<file path="src/rtl/accel_pkg.sv">
// Shared constants for the accelerator cores and their ROM arbiters.
// Holds the rom_Occ geometry, the core count and the arbiter FSM encoding.
package accel_pkg;

  localparam int OCC_ADDR_W = 8;
  localparam int OCC_DATA_W = 32;
  localparam int N_CORE     = 2;

  localparam logic [0:0] ARB_S  = 1'b0;
  localparam logic [0:0] LOCK_S = 1'b1;

endpackage

</file>
<file path="src/rtl/occ_rom_arbiter_rr_pick.sv">
// Combinational round-robin picker: first requester at or after ptr, cyclic.
// Generic so it can also front the rom_C port.
module rr_pick #(
  parameter int N     = 2,
  parameter int IDX_W = (N > 1) ? $clog2(N) : 1
) (
  input  logic [N-1:0]     req,
  input  logic [IDX_W-1:0] ptr,
  output logic [N-1:0]     gnt,
  output logic [IDX_W-1:0] idx
);

  logic             found;
  logic [IDX_W:0]   sum;
  logic [IDX_W-1:0] cand;

  always_comb begin
    gnt   = '0;
    idx   = '0;
    found = 1'b0;
    sum   = '0;
    cand  = '0;
    for (int off = 0; off < N; off++) begin
      // ptr is always < N, so a single subtraction is enough to wrap
      sum = {1'b0, ptr} + (IDX_W+1)'(off);
      if (sum >= (IDX_W+1)'(N)) begin
        sum = sum - (IDX_W+1)'(N);
      end
      cand = sum[IDX_W-1:0];
      if (!found && req[cand]) begin
        found     = 1'b1;
        gnt[cand] = 1'b1;
        idx       = cand;
      end
    end
  end

endmodule

</file>
<file path="src/rtl/occ_rom_arbiter.sv">
// Shares the single rom_Occ read port between N_REQ search cores with
// round-robin arbitration, optional short locking and tagged read return.
module occ_rom_arbiter
  import accel_pkg::*;
#(
  parameter int N_REQ    = N_CORE,
  parameter int ADDR_W   = OCC_ADDR_W,
  parameter int DATA_W   = OCC_DATA_W,
  parameter int ROM_LAT  = 1,
  parameter int MAX_LOCK = 4
) (
  input  logic                    clk,
  input  logic                    rst_n,
  input  logic [N_REQ-1:0]        req_i,
  input  logic [N_REQ-1:0]        lock_i,
  input  logic [N_REQ*ADDR_W-1:0] addr_i,
  output logic [N_REQ-1:0]        gnt_o,
  output logic [N_REQ-1:0]        rvalid_o,
  output logic [DATA_W-1:0]       rdata_o,
  output logic                    ce_rom_Occ_o,
  output logic [ADDR_W-1:0]       addr_rom_Occ_o,
  input  logic [DATA_W-1:0]       data_rom_Occ_i
);

  localparam int IDX_W = (N_REQ > 1) ? $clog2(N_REQ) : 1;
  localparam int CNT_W = $clog2(MAX_LOCK + 1);

  logic [0:0]       state;
  logic [IDX_W-1:0] rr_ptr;
  logic [IDX_W-1:0] owner;
  logic [CNT_W-1:0] lock_cnt;
  logic [CNT_W-1:0] cnt_next;
  logic             idle_seen;

  logic [N_REQ-1:0] pick_gnt;
  logic [IDX_W-1:0] pick_idx;
  logic [IDX_W-1:0] rr_next;
  logic [N_REQ-1:0] gnt;
  logic [IDX_W-1:0] win_idx;
  logic             any_gnt;

  logic             tag_vld [ROM_LAT];
  logic [IDX_W-1:0] tag_idx [ROM_LAT];
  logic [N_REQ-1:0] rvalid_next;

  rr_pick #(
    .N     (N_REQ),
    .IDX_W (IDX_W)
  ) u_rr_pick (
    .req (req_i),
    .ptr (rr_ptr),
    .gnt (pick_gnt),
    .idx (pick_idx)
  );

  // Grant is combinational and masked by reset so nothing leaks to the ROM while held
  always_comb begin
    gnt     = '0;
    win_idx = '0;
    if (rst_n) begin
      if (state == ARB_S) begin
        gnt     = pick_gnt;
        win_idx = pick_idx;
      end else if (req_i[owner]) begin
        gnt[owner] = 1'b1;
        win_idx    = owner;
      end
    end
  end

  assign any_gnt      = |gnt;
  assign gnt_o        = gnt;
  assign ce_rom_Occ_o = any_gnt;

  always_comb begin
    addr_rom_Occ_o = '0;
    for (int k = 0; k < N_REQ; k++) begin
      if (gnt[k]) begin
        addr_rom_Occ_o = addr_i[k*ADDR_W +: ADDR_W];
      end
    end
  end

  assign rr_next  = (pick_idx == IDX_W'(N_REQ - 1)) ? '0 : pick_idx + IDX_W'(1);
  assign cnt_next = (lock_cnt < CNT_W'(MAX_LOCK)) ? lock_cnt + CNT_W'(1) : lock_cnt;

  // rr_ptr only moves on ARB grants, so after a lock it still points past the owner
  always_ff @(posedge clk or negedge rst_n) begin
    if (!rst_n) begin
      state     <= ARB_S;
      rr_ptr    <= '0;
      owner     <= '0;
      lock_cnt  <= '0;
      idle_seen <= 1'b0;
    end else begin
      case (state)
        ARB_S: begin
          if (any_gnt) begin
            rr_ptr <= rr_next;
            if (lock_i[pick_idx]) begin
              state     <= LOCK_S;
              owner     <= pick_idx;
              lock_cnt  <= CNT_W'(1);
              idle_seen <= 1'b0;
            end
          end
        end
        default: begin
          if (!lock_i[owner]) begin
            state     <= ARB_S;
            lock_cnt  <= '0;
            idle_seen <= 1'b0;
          end else if (req_i[owner]) begin
            idle_seen <= 1'b0;
            if (cnt_next >= CNT_W'(MAX_LOCK)) begin
              state    <= ARB_S;
              lock_cnt <= '0;
            end else begin
              lock_cnt <= cnt_next;
            end
          end else if (idle_seen) begin
            state     <= ARB_S;
            lock_cnt  <= '0;
            idle_seen <= 1'b0;
          end else begin
            idle_seen <= 1'b1;
          end
        end
      endcase
    end
  end

  // Tag pipe: the output register is the last stage, so ROM_LAT+1 stages in total
  always_ff @(posedge clk or negedge rst_n) begin
    if (!rst_n) begin
      for (int i = 0; i < ROM_LAT; i++) begin
        tag_vld[i] <= 1'b0;
        tag_idx[i] <= '0;
      end
    end else begin
      tag_vld[0] <= any_gnt;
      tag_idx[0] <= win_idx;
      for (int i = 1; i < ROM_LAT; i++) begin
        tag_vld[i] <= tag_vld[i-1];
        tag_idx[i] <= tag_idx[i-1];
      end
    end
  end

  always_comb begin
    rvalid_next = '0;
    for (int k = 0; k < N_REQ; k++) begin
      if (tag_vld[ROM_LAT-1] && (tag_idx[ROM_LAT-1] == IDX_W'(k))) begin
        rvalid_next[k] = 1'b1;
      end
    end
  end

  always_ff @(posedge clk or negedge rst_n) begin
    if (!rst_n) begin
      rvalid_o <= '0;
      rdata_o  <= '0;
    end else begin
      rvalid_o <= rvalid_next;
      if (tag_vld[ROM_LAT-1]) begin
        rdata_o <= data_rom_Occ_i;
      end
    end
  end

endmodule
</file>
<file path="config.mk">
export PLATFORM = sky130hd
export DESIGN_NAME = occ_rom_arbiter
export DESIGN_NICKNAME = d
export VERILOG_FILES = /design/src/rtl/accel_pkg.sv /design/src/rtl/occ_rom_arbiter_rr_pick.sv /design/src/rtl/occ_rom_arbiter.sv
export SDC_FILE = /design/constraint.sdc
export NUM_CORES = 1
export LEC_CHECK = 0
export CELL_PAD_IN_SITES_DETAIL_PLACEMENT = 0
export CELL_PAD_IN_SITES_GLOBAL_PLACEMENT = 1
export CORE_MARGIN = 1
export CORE_UTILIZATION = 25
export DETAILED_ROUTE_END_ITERATION = 10
export PLACE_DENSITY = 0.7
export SLEW_MARGIN = 0
export SYNTH_ARGS = -nofsm -noshare
export SYNTH_HDL_FRONTEND = slang
export SYNTH_HIERARCHICAL = 1
export SYNTH_SLANG_ARGS = --single-unit
</file>
<file path="constraint.sdc">
create_clock -name clk -period 1.8 [get_ports clk]
set_input_delay 0.18 -clock clk [delete_from_list [all_inputs] [get_ports clk]]
set_output_delay 0.18 -clock clk [all_outputs]
set_load 0.02 [all_outputs]
</file>
* After elaboration in Yosys (flattened, before gate mapping)
Cells that the tools add are included.
** Word-level totals
- Register bits :: 43
- Latch bits :: 0
- Memory bits (writable) :: 0
- Bits in read-only memories :: 0
- Input port bits :: 54
- Output and inout bits :: 45
- Memories kept :: 0
** Cells by class
- Add/sub/neg operators :: 5
- Multipliers :: 0
- Divide/modulo/power cells :: 0
- Magnitude comparators :: 11
- Equal/unequal tests :: 1
- Shift operators :: 0
- Mux-type cells :: 54
- Bitwise operators :: 3
- Reductions and logical operators :: 14
** Operator list (count)
- two-way mux 1 bit :: 36
- two-way mux 3 bit :: 8
- two-way mux 8 bit :: 2
- two-way mux 2 bit :: 5
- < comparator 1 x 2 -> 1 bit, second input constant :: 4
- logical AND 1 bit :: 6
- AND reduction 3 bit :: 2
- != test 4 x 3 -> 1 bit, second input constant :: 1
- AND reduction 2 bit :: 2
- nonzero test 2 bit :: 2
- adder 3 x 1 -> 3 bit, second input constant :: 1
- demux 1 bit (select 1 bit) :: 3
- greater-or-equal comparator 1 bit, second input constant :: 3
- greater-or-equal comparator 3 bit, second input constant :: 1
- < comparator 3 bit, second input constant :: 1
- adder 1 x 1 -> 2 bit, second input constant :: 1
- greater-or-equal comparator 1 x 2 -> 1 bit, second input constant :: 1
- greater-or-equal comparator 2 bit, second input constant :: 1
- inverter 1 bit :: 2
- bitwise OR 2 bit :: 1
- OR reduction 2 bit :: 1
- subtractor 1 bit, second input constant :: 2
- adder 1 bit, second input constant :: 1
- zero test 1 bit :: 1

* Longest topological paths before layout
Gate-level depths: netlist of run 1.
- Word-level depth :: 14
- Gate-level depth with buffers :: 7

* By module
The synthesis of run 1 kept the hierarchy.
** Modules (own cells, without submodules)
- occ_rom_arbiter :: instances 1, cells each 148, area each 1954.4 µm²
- rr_pick :: instances 1, cells each 4, area each 30.0 µm²

* Worst setup path after synthesis of run 1
No wires, ideal clock.
- Path kind :: register to output
- Start :: register rr_ptr
- End :: output addr_rom_Occ_o[0]
- Data arrival time :: 1529 ps
- Data required time :: 1620 ps
- Slack :: 91 ps
- Stages on the path, launching flop included :: 8
- Path buffers :: 2
- Cells stage by stage :: dfrtp_1 -> inv_1 -> a21boi_1 -> nor2b_1 -> buf_2 -> o21a_1 -> buf_6 -> o31ai_2
** Between the ends
- Elaborated cells on any way between the ends :: 31
** RTL lines
- start: declaration :: RTL line occ_rom_arbiter.sv:29 : logic [IDX_W-1:0] rr_ptr;
- start signal: assignment :: RTL line occ_rom_arbiter.sv:99 : rr_ptr <= rr_next;
- adder 1 x 1 -> 2 bit (tied with other cells) :: RTL line occ_rom_arbiter_rr_pick.sv:25 : sum = {1'b0, ptr} + (IDX_W+1)'(off);
- greater-or-equal comparator 2 bit (tied with other cells) :: RTL line occ_rom_arbiter_rr_pick.sv:26 : if (sum >= (IDX_W+1)'(N)) begin
- two-way mux 1 bit (tied with other cells) :: RTL line occ_rom_arbiter_rr_pick.sv:26
- < comparator 1 x 2 -> 1 bit (implied by the code) (tied with other cells) :: RTL line occ_rom_arbiter_rr_pick.sv:32 : gnt[cand] = 1'b1;
- logical AND 1 bit (implied by the code) or two-way mux 1 bit (tied branches) :: RTL line occ_rom_arbiter_rr_pick.sv:32
- two-way mux 1 bit (implied by the code) or demux 1 bit (select 1 bit) (tied branches)
- demux 1 bit (select 1 bit) or two-way mux 2 bit (tied branches)
- bitwise OR 2 bit (no line)
- two-way mux 2 bit (*) :: RTL line occ_rom_arbiter_rr_pick.sv:30 : if (!found && req[cand]) begin
- via pick_gnt[1] :: RTL line occ_rom_arbiter.sv:35 : logic [N_REQ-1:0] pick_gnt;
- two-way mux 2 bit (*) :: RTL line occ_rom_arbiter.sv:61 : if (state == ARB_S) begin
- two-way mux 2 bit (*) :: RTL line occ_rom_arbiter.sv:60 : if (rst_n) begin
- via gnt_o[1] :: RTL line occ_rom_arbiter.sv:17 : output logic [N_REQ-1:0] gnt_o,
- two-way mux 8 bit (*) :: RTL line occ_rom_arbiter.sv:78 : if (gnt[k]) begin
- end: declaration :: RTL line occ_rom_arbiter.sv:21 : output logic [ADDR_W-1:0] addr_rom_Occ_o,
Mark *: on every way through the listed nets, which the timed path passes. The rest lies on a longest branch. The select of a mux whose other input is x is not followed.

* Worst setup path after layout of run 1
- Start :: register rr_ptr
- End :: output addr_rom_Occ_o[7]
** Between the ends
- Elaborated cells on any way between the ends :: 31
** RTL lines (RTL line)
- adder 1 x 1 -> 2 bit (tied with other cells) :: occ_rom_arbiter_rr_pick.sv:25
- greater-or-equal comparator 2 bit (tied with other cells) :: occ_rom_arbiter_rr_pick.sv:26
- two-way mux 1 bit (tied with other cells) :: occ_rom_arbiter_rr_pick.sv:26
- < comparator 1 x 2 -> 1 bit (implied by the code) (tied with other cells) :: occ_rom_arbiter_rr_pick.sv:32
- logical AND 1 bit (implied by the code) or two-way mux 1 bit (tied branches) :: occ_rom_arbiter_rr_pick.sv:32
- two-way mux 1 bit (implied by the code) or demux 1 bit (select 1 bit) (tied branches)
- demux 1 bit (select 1 bit) or two-way mux 2 bit (tied branches)
- bitwise OR 2 bit (no line)
- two-way mux 2 bit (*) :: occ_rom_arbiter_rr_pick.sv:30
- via pick_gnt[1] :: occ_rom_arbiter.sv:35
- two-way mux 2 bit (*) :: occ_rom_arbiter.sv:61
- two-way mux 2 bit (*) :: occ_rom_arbiter.sv:60
- two-way mux 8 bit (*) :: occ_rom_arbiter.sv:78
Marked as above.

==> results of run 1 <==
[synth_stat cells]
| library cell | count |
|---|---|
| nor4bb_1 | 1 |
| inv_2 | 1 |
| nor2_1 | 2 |
| a21oi_2 | 1 |
| a31oi_1 | 1 |
| o21a_1 | 2 |
| nor2b_1 | 2 |
| dfrtp_1 | 43 |
| o2bb2ai_1 | 1 |
| buf_6 | 2 |
| o211ai_1 | 9 |
| a32o_1 | 1 |
| nand2_1 | 9 |
| nor4b_1 | 1 |
| clkbuf_1 | 2 |
| a21boi_2 | 1 |
| mux2i_1 | 1 |
| and3_1 | 2 |
| o31ai_1 | 2 |
| inv_1 | 3 |
| o311ai_0 | 2 |
| nand3_1 | 2 |
| o31ai_2 | 8 |
| nand3b_1 | 1 |
| or3_1 | 2 |
| buf_2 | 5 |
| a21boi_1 | 2 |
| or2b_1 | 1 |
| a211oi_1 | 1 |
| a21oi_1 | 1 |
| ha_1 | 1 |
| and3b_2 | 1 |
| and2_1 | 2 |
| o21ai_0 | 3 |
| mux2_2 | 32 |
| o21bai_1 | 1 |
[through the flow]
step                      hold slack [ns]  worst slack (ns)  util, %  instances  setup TNS [ns]
final                              0.0593           -0.0654     45.9        381          -0.352
after global routing               0.0755            -0.118     45.9        380          -0.828
after CTS                          0.0577            -0.125     45.5        378          -0.834
after detailed placement            0.208            -0.591     41.8        365           -6.33
after global placement              0.196            -0.550     41.8        365           -6.25
after floorplan                    -0.116            0.0910        -        152               0
[registers in the layout, summed over array words and instances, names as in the netlist]
| register | flops |
|---|---|
| owner | 1 |
| tag_idx | 1 |
| rdata_o | 32 |
| tag_vld | 1 |
| rr_ptr | 1 |
| lock_cnt | 3 |
| idle_seen | 1 |
| state | 1 |
| rvalid_o | 2 |
[critical path: stages, from the launching register on]
cell      delay (ns)
dfrtp_1         0.41
inv_2           0.07
a21boi_2        0.06
nor2b_4         0.14
o21a_4          0.22
buf_12          0.15
o31ai_4         0.20
buf_6           0.15
[cells by family after synthesis]
| kind of cell | count (synthesis) | share of synthesized area, % |
|---|---|---|
| flip-flops | 43 | 54.2 |
| multiplexers | 33 | 18.7 |
| buffers and inverters | 13 | 3.53 |
| AO/OA/AOI/OAI | 36 | 15.6 |
| AND/OR/NAND/NOR | 26 | 7.31 |
| adder cells (fa/ha/maj) | 1 | 0.630 |
[report_power, final]
group          switching, uW  internal (uW)  total (uW)
Sequential               235           1420        1660
Combinational           1350           1640        2980
Clock                    328            271         599
Total                   1910           3330        5240
[final cells by class]
| type | count | share of cell area (%) |
|---|---|---|
| diodes | 1 | 0.0709 |
| clock buffers | 6 | 2.06 |
| clock inverters | 2 | 0.354 |
| inverters | 4 | 0.425 |
| multi-input cells | 96 | 27.1 |
| flip-flops and latches | 43 | 30.5 |
| well taps | 102 | 3.62 |
| repair buffers | 127 | 35.9 |
[layer usage]
| metal | up-vias | wire [microns] | share of wire (%) |
|---|---|---|---|
| met4 | 0 | 66 | 1.3 |
| met2 | 84 | 2370 | 46 |
| met3 | 5 | 427 | 8.3 |
| li1 | 814 | - | - |
| met5 | - | 0 | 0 |
| met1 | 806 | 2290 | 44 |
[how the worst min path moves through the flow]
stage                   to  depth (start not counted)  start
2_1_floorplan    idle_seen                          0  rst_n
3_3_place_gp   rdata_o[10]                          2  rst_n
3_5_place_dp   rdata_o[10]                          2  rst_n
4_1_cts          idle_seen                          3  rst_n
5_1_grt          idle_seen                          3  rst_n
6_report         idle_seen                          3  rst_n
[what timing repair did]
item | CTS | global route
hold buffers | 1 | 0
gates cloned | 2 | 0
gates resized for setup | 82 | 7
endpoints found under the hold margin | 11 | 0
setup buffers | 3 | 2
setup endpoints to repair | 11 | 11
pin swaps | 5 | 8
==> results_dict.tcl, run 1 <==
set metrics [dict create \
    synth_top_area_share_pct 54.2 \
    synth_seq_area_share_pct 54.2 \
    cts-root-buf "clkbuf_8" \
    finClkSkew_ns 0.00406 \
    die_w_microns 91.1 \
    drt_iter0_markers 60 \
    layout_commonest_cell "clkdlybuf4s50_1" \
    crit_end "addr_rom_Occ_o[7]" \
    hold_path.class "in -> async" \
    avgSynthCellArea_sq_um 13.1 \
    drive_gt1_share_pct 35.6 \
    multiInputGateArea_sq_um 956 \
    ioPinCount 99 \
    period_share_pct 104 \
    cts_made_buffers 5 \
    final_cell_mix "85 x clkdlybuf4s50_1, 42 x dfrtp_1, 32 x mux2_2" \
    seqCellArea_sq_um 1080 \
    cp_max_fo 5 \
    relSlewSlack_pct 71.2 \
    worstRegToRegCells 6 \
    rsz0062_at_grt "yes" \
    ys_ff_latch 43 \
    synth_area_sq_um 1980 \
    grt_pass1_wl_microns 8720 \
    grt_overflow 0 \
    worst-setup-path-type "reg -> out" \
    die-area_sq_um 8300 \
    met2_usage_pct 21.7 \
    start_util_pct 25.8 \
    grt_start_max_net_pins 35 \
    ys_top_cells_by_area "dfrtp_1 54%, mux2_2 18%, o31ai_2 5.0%" \
    yosys.area.top_type "dfrtp_1" \
    track_usage_pct 13.2 \
    r2r-start "rr_ptr" \
    worstPathArrival_ns 1.69 \
    cp-startpoint "rr_ptr" \
    power_density_nw_per_um2 1480 \
    portBuffers 98 \
    final.setup.worst_slack_ns -0.0654 \
    startpoint_type "flop" \
    vias 1709 \
    end_kind "primary output" \
    post_drt_wl_per_cell_microns 13.5 \
    cts.sinks 43 \
    coreArea_sq_um 7690 \
    ys_types 36 \
    cts.clk_slew.worst_paths_ns 0.08 \
    netlist_instances 152 \
    post-route-drc-count 0 \
    insertion_delay_ns 0.29 \
    chipHeight_microns 91.1 \
    grt_pass1_vias 1732 \
    cap_viol_max_count 0 \
    fin_area_sq_um 3530 \
    power_leakage_uw 0.00144 \
    gp_congestion 0.722 \
    final-setup-viol-count 8 \
    drv_slew 0 \
    dp_hpwl_microns 3620 \
    top_usage_layer "met2" \
    antenna_found_initial 0 \
    nFillCells 743 \
    clk_path_buf_depth 2 \
    postPlaceCellArea_sq_um 3210 \
    r2r_end "lock_cnt[1]" \
    required_ns 1.62 \
    hold_viol 0 \
    synth_nets 207 \
    area_growth_pct 77.9 \
    rows 32 \
    power_uw 5240 \
    violations "negative setup slack" \
    htree_levels 2 \
    nets 332 \
    finalWirelength_microns 5160 \
    vias_per_cell 4.49 \
    gr-usage-met1_pct 17.2 \
    ant_nets 0 \
    worst_slew_pin_slew_ns 0.432 \
    max_freq_ghz 0.536 \
    fin_crit_ns 1.87 \
    ys_warn_count 6 \
    cts_tree "built" \
    r2r_setup_slack_ns 0.12 \
    peakVddDrop_v 0.000476 \
    met3_usage_pct 3.10 \
    first_pass_iters 4 \
    status "finished with violations" \
]
Note: power is estimated with default switching activity, not from simulation.
==> inputs of run 2 (changes only) <==
Settings changed: CORE_UTILIZATION 25 to 30, PLACE_DENSITY 0.7 to not set, PLACE_DENSITY_LB_ADDON set to 0.05.
==> run 2 against run 1 <==
Compared with the run above: the flow still finishes with violations (negative setup slack); worst setup slack better by 0.029 ns; register-to-register slack got worse by 0.14 ns; clock power barely moved; wire length decreased by 3.4%; count of clock-buffer cells in the layout unchanged; design area decreased by 2.7%; sequential share of layout area is 0.85 points higher.
==> results_dict.tcl, run 2 (same netlist as run 1, synthesis figures left out) <==
set metrics [dict create \
    status "finished with violations" \
    violations "negative setup slack" \
    post-route-drc-count 0 \
    finClkSkew_ns 0.00637 \
    start_util_pct 31.3 \
    cp_max_fo 8 \
    worst_slew_pin_slew_ns 0.498 \
    sw_frac_of_total_pct 36.3 \
    worstRegToRegCells 8 \
    dp_hpwl_microns 3690 \
    fin_util_pct 54.1 \
    coreArea_sq_um 6350 \
    grt_pass1_vias 1634 \
    hold_path.class "in -> async" \
    final_cell_mix "85 x clkdlybuf4s50_1, 42 x dfrtp_1, 32 x mux2_2" \
    cp-startpoint "rr_ptr" \
    final.setup.worst_slack_ns -0.0366 \
    track_usage_pct 15.2 \
    r2r-start "rr_ptr" \
    nets 331 \
    startpoint_type "flop" \
    power_leakage_uw 0.00143 \
    finalWirelength_microns 4980 \
    ant_nets 0 \
    grt_overflow 0 \
    diodes 0 \
    relSlewSlack_pct 66.8 \
    crit_end "addr_rom_Occ_o[5]" \
    largest_reg_flops 32 \
    hold_viol 0 \
    drv_slew 0 \
    internal-power_uw 3280 \
    combPwrFrac_pct 56.5 \
    period_share_pct 102 \
    power_switching_uw 1870 \
    fin_area_sq_um 3430 \
    largest_register "rdata_o" \
    cts_made_buffers 5 \
    dp.cells 341 \
    clk_path_buf_depth 2 \
    drive_gt1_share_pct 35.4 \
    antenna_found_initial 0 \
    cts-root-buf "clkbuf_8" \
    final-setup-viol-count 9 \
    post_drt_wl_per_cell_microns 14.1 \
    r2r_setup_slack_ns -0.02 \
    peakVddDrop_v 0.000708 \
    gp_congestion 0.785 \
    vias_per_cell 4.64 \
    power_frac_seq_pct 31.9 \
    cts.sinks 43 \
    end_kind "primary output" \
    drt_iter0_markers 39 \
    die_w_microns 83.3 \
    r2r_end "lock_cnt[1]" \
    max_freq_ghz 0.544 \
    rows 29 \
    power_uw 5150 \
    power_density_nw_per_um2 1500 \
    cts_tree "built" \
    reg_top3 "rdata_o (32), lock_cnt (3), rvalid_o (2)" \
    ioPinCount 99 \
    fin_crit_ns 1.84 \
    fin_setup_tns_ns -0.220 \
    postPlaceCellArea_sq_um 3190 \
    insertion_delay_ns 0.29 \
    portBuffers 98 \
    cts.clk_slew.worst_paths_ns 0.08 \
    vias 1642 \
    worstPathArrival_ns 1.66 \
    clkPwrFrac_pct 11.6 \
    die-area_sq_um 6940 \
    required_ns 1.62 \
    cap_viol_max_count 0 \
    fin_cells 354 \
    layout_commonest_cell "clkdlybuf4s50_1" \
    first_pass_iters 4 \
    grt_start_max_net_pins 41 \
    grt_pass1_wl_microns 8310 \
    rsz0062_at_grt "yes" \
    chipHeight_microns 83.3 \
    htree_levels 2 \
    worst-setup-path-type "reg -> out" \
    area_growth_pct 73.1 \
]
run 2: changes by cell type in the layout (fill, tap and decap cells not counted), sizes merged:
| cell | change |
|---|---|
| dlygate4sd2 | -1 |
| diode | -1 |
| dlymetal6s2s | +1 |
| clkbuf | -1 |
run 2: worst min path at each step:
stage,from,cells past startpoint,endpoint,slack (ns)
global route,rst_n,3,rr_ptr,0.44
floorplan,rst_n,0,idle_seen,-0.12
CTS,tag_idx,1,rvalid_o[0],0.42
finish,rst_n,3,rr_ptr,0.42
global placement,rst_n,2,tag_idx,0.14
detailed placement,rst_n,2,tag_idx,0.15
run 2: layout make-up:
| type | count | area [sq um] |
|---|---|---|
| clock inverters | 2 | 12.5 |
| flip-flops and latches | 43 | 1080 |
| repair buffers | 126 | 1210 |
| fillers | 558 | 2920 |
| well taps | 77 | 96.3 |
| clock buffers | 6 | 72.6 |
| multi-input cells | 96 | 948 |
| inverters | 4 | 15.0 |
run 2: worst max-delay path, cell delays in order (launching register included):
cell and delay, ns:
dfrtp_1 0.40, inv_2 0.07, a21boi_2 0.06, nor2b_4 0.14, o21a_4 0.20, buf_12 0.15
o31ai_4 0.19, buf_6 0.15
run 2: per-layer routing:
| layer | track usage, % | vias to the layer above | part of all wire, % |
|---|---|---|---|
| li1 | - | 812 | - |
| met1 | 19.7 | 777 | 45 |
| met2 | 24.8 | 47 | 49 |
| met3 | 3.78 | 6 | 4.7 |
| met4 | 4.70 | 0 | 1.2 |
| met5 | 0 | - | 0 |
run 2: through the flow:
stage	hold slack [ns]	setup slack [ns]
2_1_floorplan	-0.116	0.0910
3_3_place_gp	0.144	-0.544
6_report	0.417	-0.0366
5_1_grt	0.443	-0.0974
3_5_place_dp	0.153	-0.570
4_1_cts	0.420	-0.0729
run 2: power groups by stage:
stage | clock network, uW | logic (uW) | registers, uW
after floorplan | 0 | 914 | 2150
after global placement | 0 | 2750 | 1650
after detailed placement | 0 | 2750 | 1660
after CTS | 636 | 2880 | 1650
after global routing | 673 | 3080 | 1720
final | 597 | 2910 | 1640
run 2: timing repair:
action	in CTS	in global routing
endpoints found under the hold margin	3	0
gates resized for setup	74	9
hold buffers	1	0
pin swaps	9	5
setup buffers	2	2
setup endpoints to repair	11	13
==> inputs of run 3 (changes only) <==
Settings changed: GPL_TIMING_DRIVEN set to 0.
==> run 3 against run 2 <==
Compared with the run above: the run still ends with negative setup slack left; cell count is 0.28% lower; critical path depth stayed put; flip-flop and latch count stayed put; count of clock-buffer cells in the layout stayed put; sequential power hardly changed; worst hold slack worse by 0.0054 ns; sequential share of layout area is 0.089 points lower; core utilization is 0.22 points higher; non-clock buffer count is 1 lower.
==> results_dict.tcl, run 3 (same netlist as run 1, synthesis figures left out) <==
set metrics [dict create \
    status "finished with violations" \
    top_usage_layer "met2" \
    r2r_setup_slack_ns 0.03 \
    clk_path_buf_depth 2 \
    met2_usage_pct 24.9 \
    r2r-start "rr_ptr" \
    htree_levels 2 \
    final_cell_mix "84 x clkdlybuf4s50_1, 41 x dfrtp_1, 32 x mux2_2" \
    rsz0062_at_grt "yes" \
    dp_slack_ns -0.868 \
    cts.clk_slew.worst_paths_ns 0.08 \
    cap_viol_max_count 0 \
    coreArea_sq_um 6350 \
    grt_pass1_vias 1675 \
    internal-power_uw 3260 \
    nets 330 \
    fin_util_pct 54.3 \
    portBuffers 98 \
    fin_area_sq_um 3450 \
    power_switching_uw 1880 \
    layout_commonest_cell "clkdlybuf4s50_1" \
    clkPwrFrac_pct 11.7 \
    first_pass_iters 4 \
    drt_iter0_markers 55 \
    combPwrFrac_pct 56.1 \
    drv_slew 0 \
    drive_gt1_share_pct 33.7 \
    min_to "rvalid_o[0]" \
    power_density_nw_per_um2 1490 \
    diodes 0 \
    ant_nets 0 \
    rows 29 \
    reg_top3 "rdata_o (32), lock_cnt (3), rvalid_o (2)" \
    required_ns 1.62 \
    hold_viol 0 \
    vias 1675 \
    power_frac_seq_pct 32.2 \
    die_w_microns 83.3 \
    r2r_end "lock_cnt[1]" \
    dp_hpwl_microns 3540 \
    worstRegToRegCells 6 \
    met3_usage_pct 3.58 \
    cts.sinks 43 \
    fin_crit_ns 1.91 \
    grt_pass1_wl_microns 8420 \
    hold_path.class "reg -> reg" \
    cp_max_fo 5 \
    antenna_found_initial 0 \
    final-setup-viol-count 10 \
    cts_tree "built" \
    cts-root-buf "clkbuf_8" \
    hp-start "tag_idx" \
    post-route-drc-count 0 \
    startpoint_type "flop" \
    chipHeight_microns 83.3 \
    sw_frac_of_total_pct 36.6 \
    power_leakage_uw 0.00142 \
    largest_reg_flops 32 \
    peakVddDrop_v 0.000665 \
    hold_depth 1 \
    cts_made_buffers 5 \
    worstPathArrival_ns 1.73 \
    vias_per_cell 4.75 \
    relSlewSlack_pct 50.5 \
    start_util_pct 31.3 \
    largest_register "rdata_o" \
    postPlaceCellArea_sq_um 3080 \
    max_freq_ghz 0.525 \
    final.setup.worst_slack_ns -0.106 \
    insertion_delay_ns 0.29 \
    gp_congestion 0.776 \
    grt_overflow 0 \
    area_growth_pct 73.8 \
    violations "negative setup slack" \
    gr-usage-met1_pct 20.2 \
    post_drt_wl_per_cell_microns 14.7 \
    end_kind "primary output" \
    worst-setup-path-type "reg -> out" \
    track_usage_pct 15.4 \
    die-area_sq_um 6940 \
    ioPinCount 99 \
    worst_slew_pin_slew_ns 0.740 \
    finClkSkew_ns 0.00519 \
    grt_start_max_net_pins 18 \
    finalWirelength_microns 5170 \
    period_share_pct 106 \
]
==> run 3: metrics by stage <==
stage          power [uW]  setup TNS, ns  hold WS, ns  instances
2_1_floorplan        3060              0       -0.116        152
5_1_grt              5450          -1.76        0.417        353
6_report             5130         -0.787        0.412        353
3_5_place_dp         4270          -9.30       0.0890        328
4_1_cts              5080          -2.05        0.412        348
3_3_place_gp         4250         -73.41        0.403        327
==> run 3: layer usage <==
| layer | vias up | share of wire (%) | routed length, microns |
|---|---|---|---|
| li1 | 805 | - | - |
| met1 | 810 | 45 | 2320 |
| met2 | 49 | 49 | 2510 |
| met3 | 11 | 4.7 | 244 |
| met4 | 0 | 1.8 | 94 |
| met5 | - | 0 | 0 |
==> run 3: layout make-up <==
| cell class | instances | area (sq um) |
|---|---|---|
| repair buffers | 118 | 1190 |
| well taps | 77 | 96.3 |
| flip-flops and latches | 43 | 1080 |
| fillers | 538 | 2900 |
| clock buffers | 6 | 72.6 |
| clock inverters | 2 | 12.5 |
| plain buffers | 7 | 46.3 |
| multi-input cells | 96 | 938 |
| inverters | 4 | 15.0 |
==> run 3: worst max-delay path: stages (launching register included) <==
cell and delay [ns]:
dfrtp_1 0.40, inv_2 0.06, a21boi_2 0.15, nor2b_4 0.22, o21a_4 0.17, buf_6 0.14
o21bai_1 0.13, buf_4 0.17
==> run 3: how the worst max path moves through the flow <==
stage / startpoint / end / cells past startpoint
final: rr_ptr / ce_rom_Occ_o / 7
after floorplan: rr_ptr / addr_rom_Occ_o[0] / 7
after global routing: rr_ptr / ce_rom_Occ_o / 7
after global placement: rst_n / ce_rom_Occ_o / 6
after CTS: rr_ptr / addr_rom_Occ_o[1] / 8
after detailed placement: req_i[1] / ce_rom_Occ_o / 8
==> run 3: power by group through the flow <==
stage,sequential [uW],clock (uW),combinational [uW]
6_report,1650,601,2880
3_3_place_gp,1670,0,2580
4_1_cts,1660,644,2770
3_5_place_dp,1680,0,2590
5_1_grt,1720,676,3050
2_1_floorplan,2150,0,914
==> run 3: repair_timing <==
action	4_1_cts	5_1_grt
hold buffers	3	0
resized for setup	76	16
pin swaps	10	5
endpoints found under the hold margin	26	0
endpoints found under the setup margin	11	13
cloned	2	0
buffers inserted	7	7
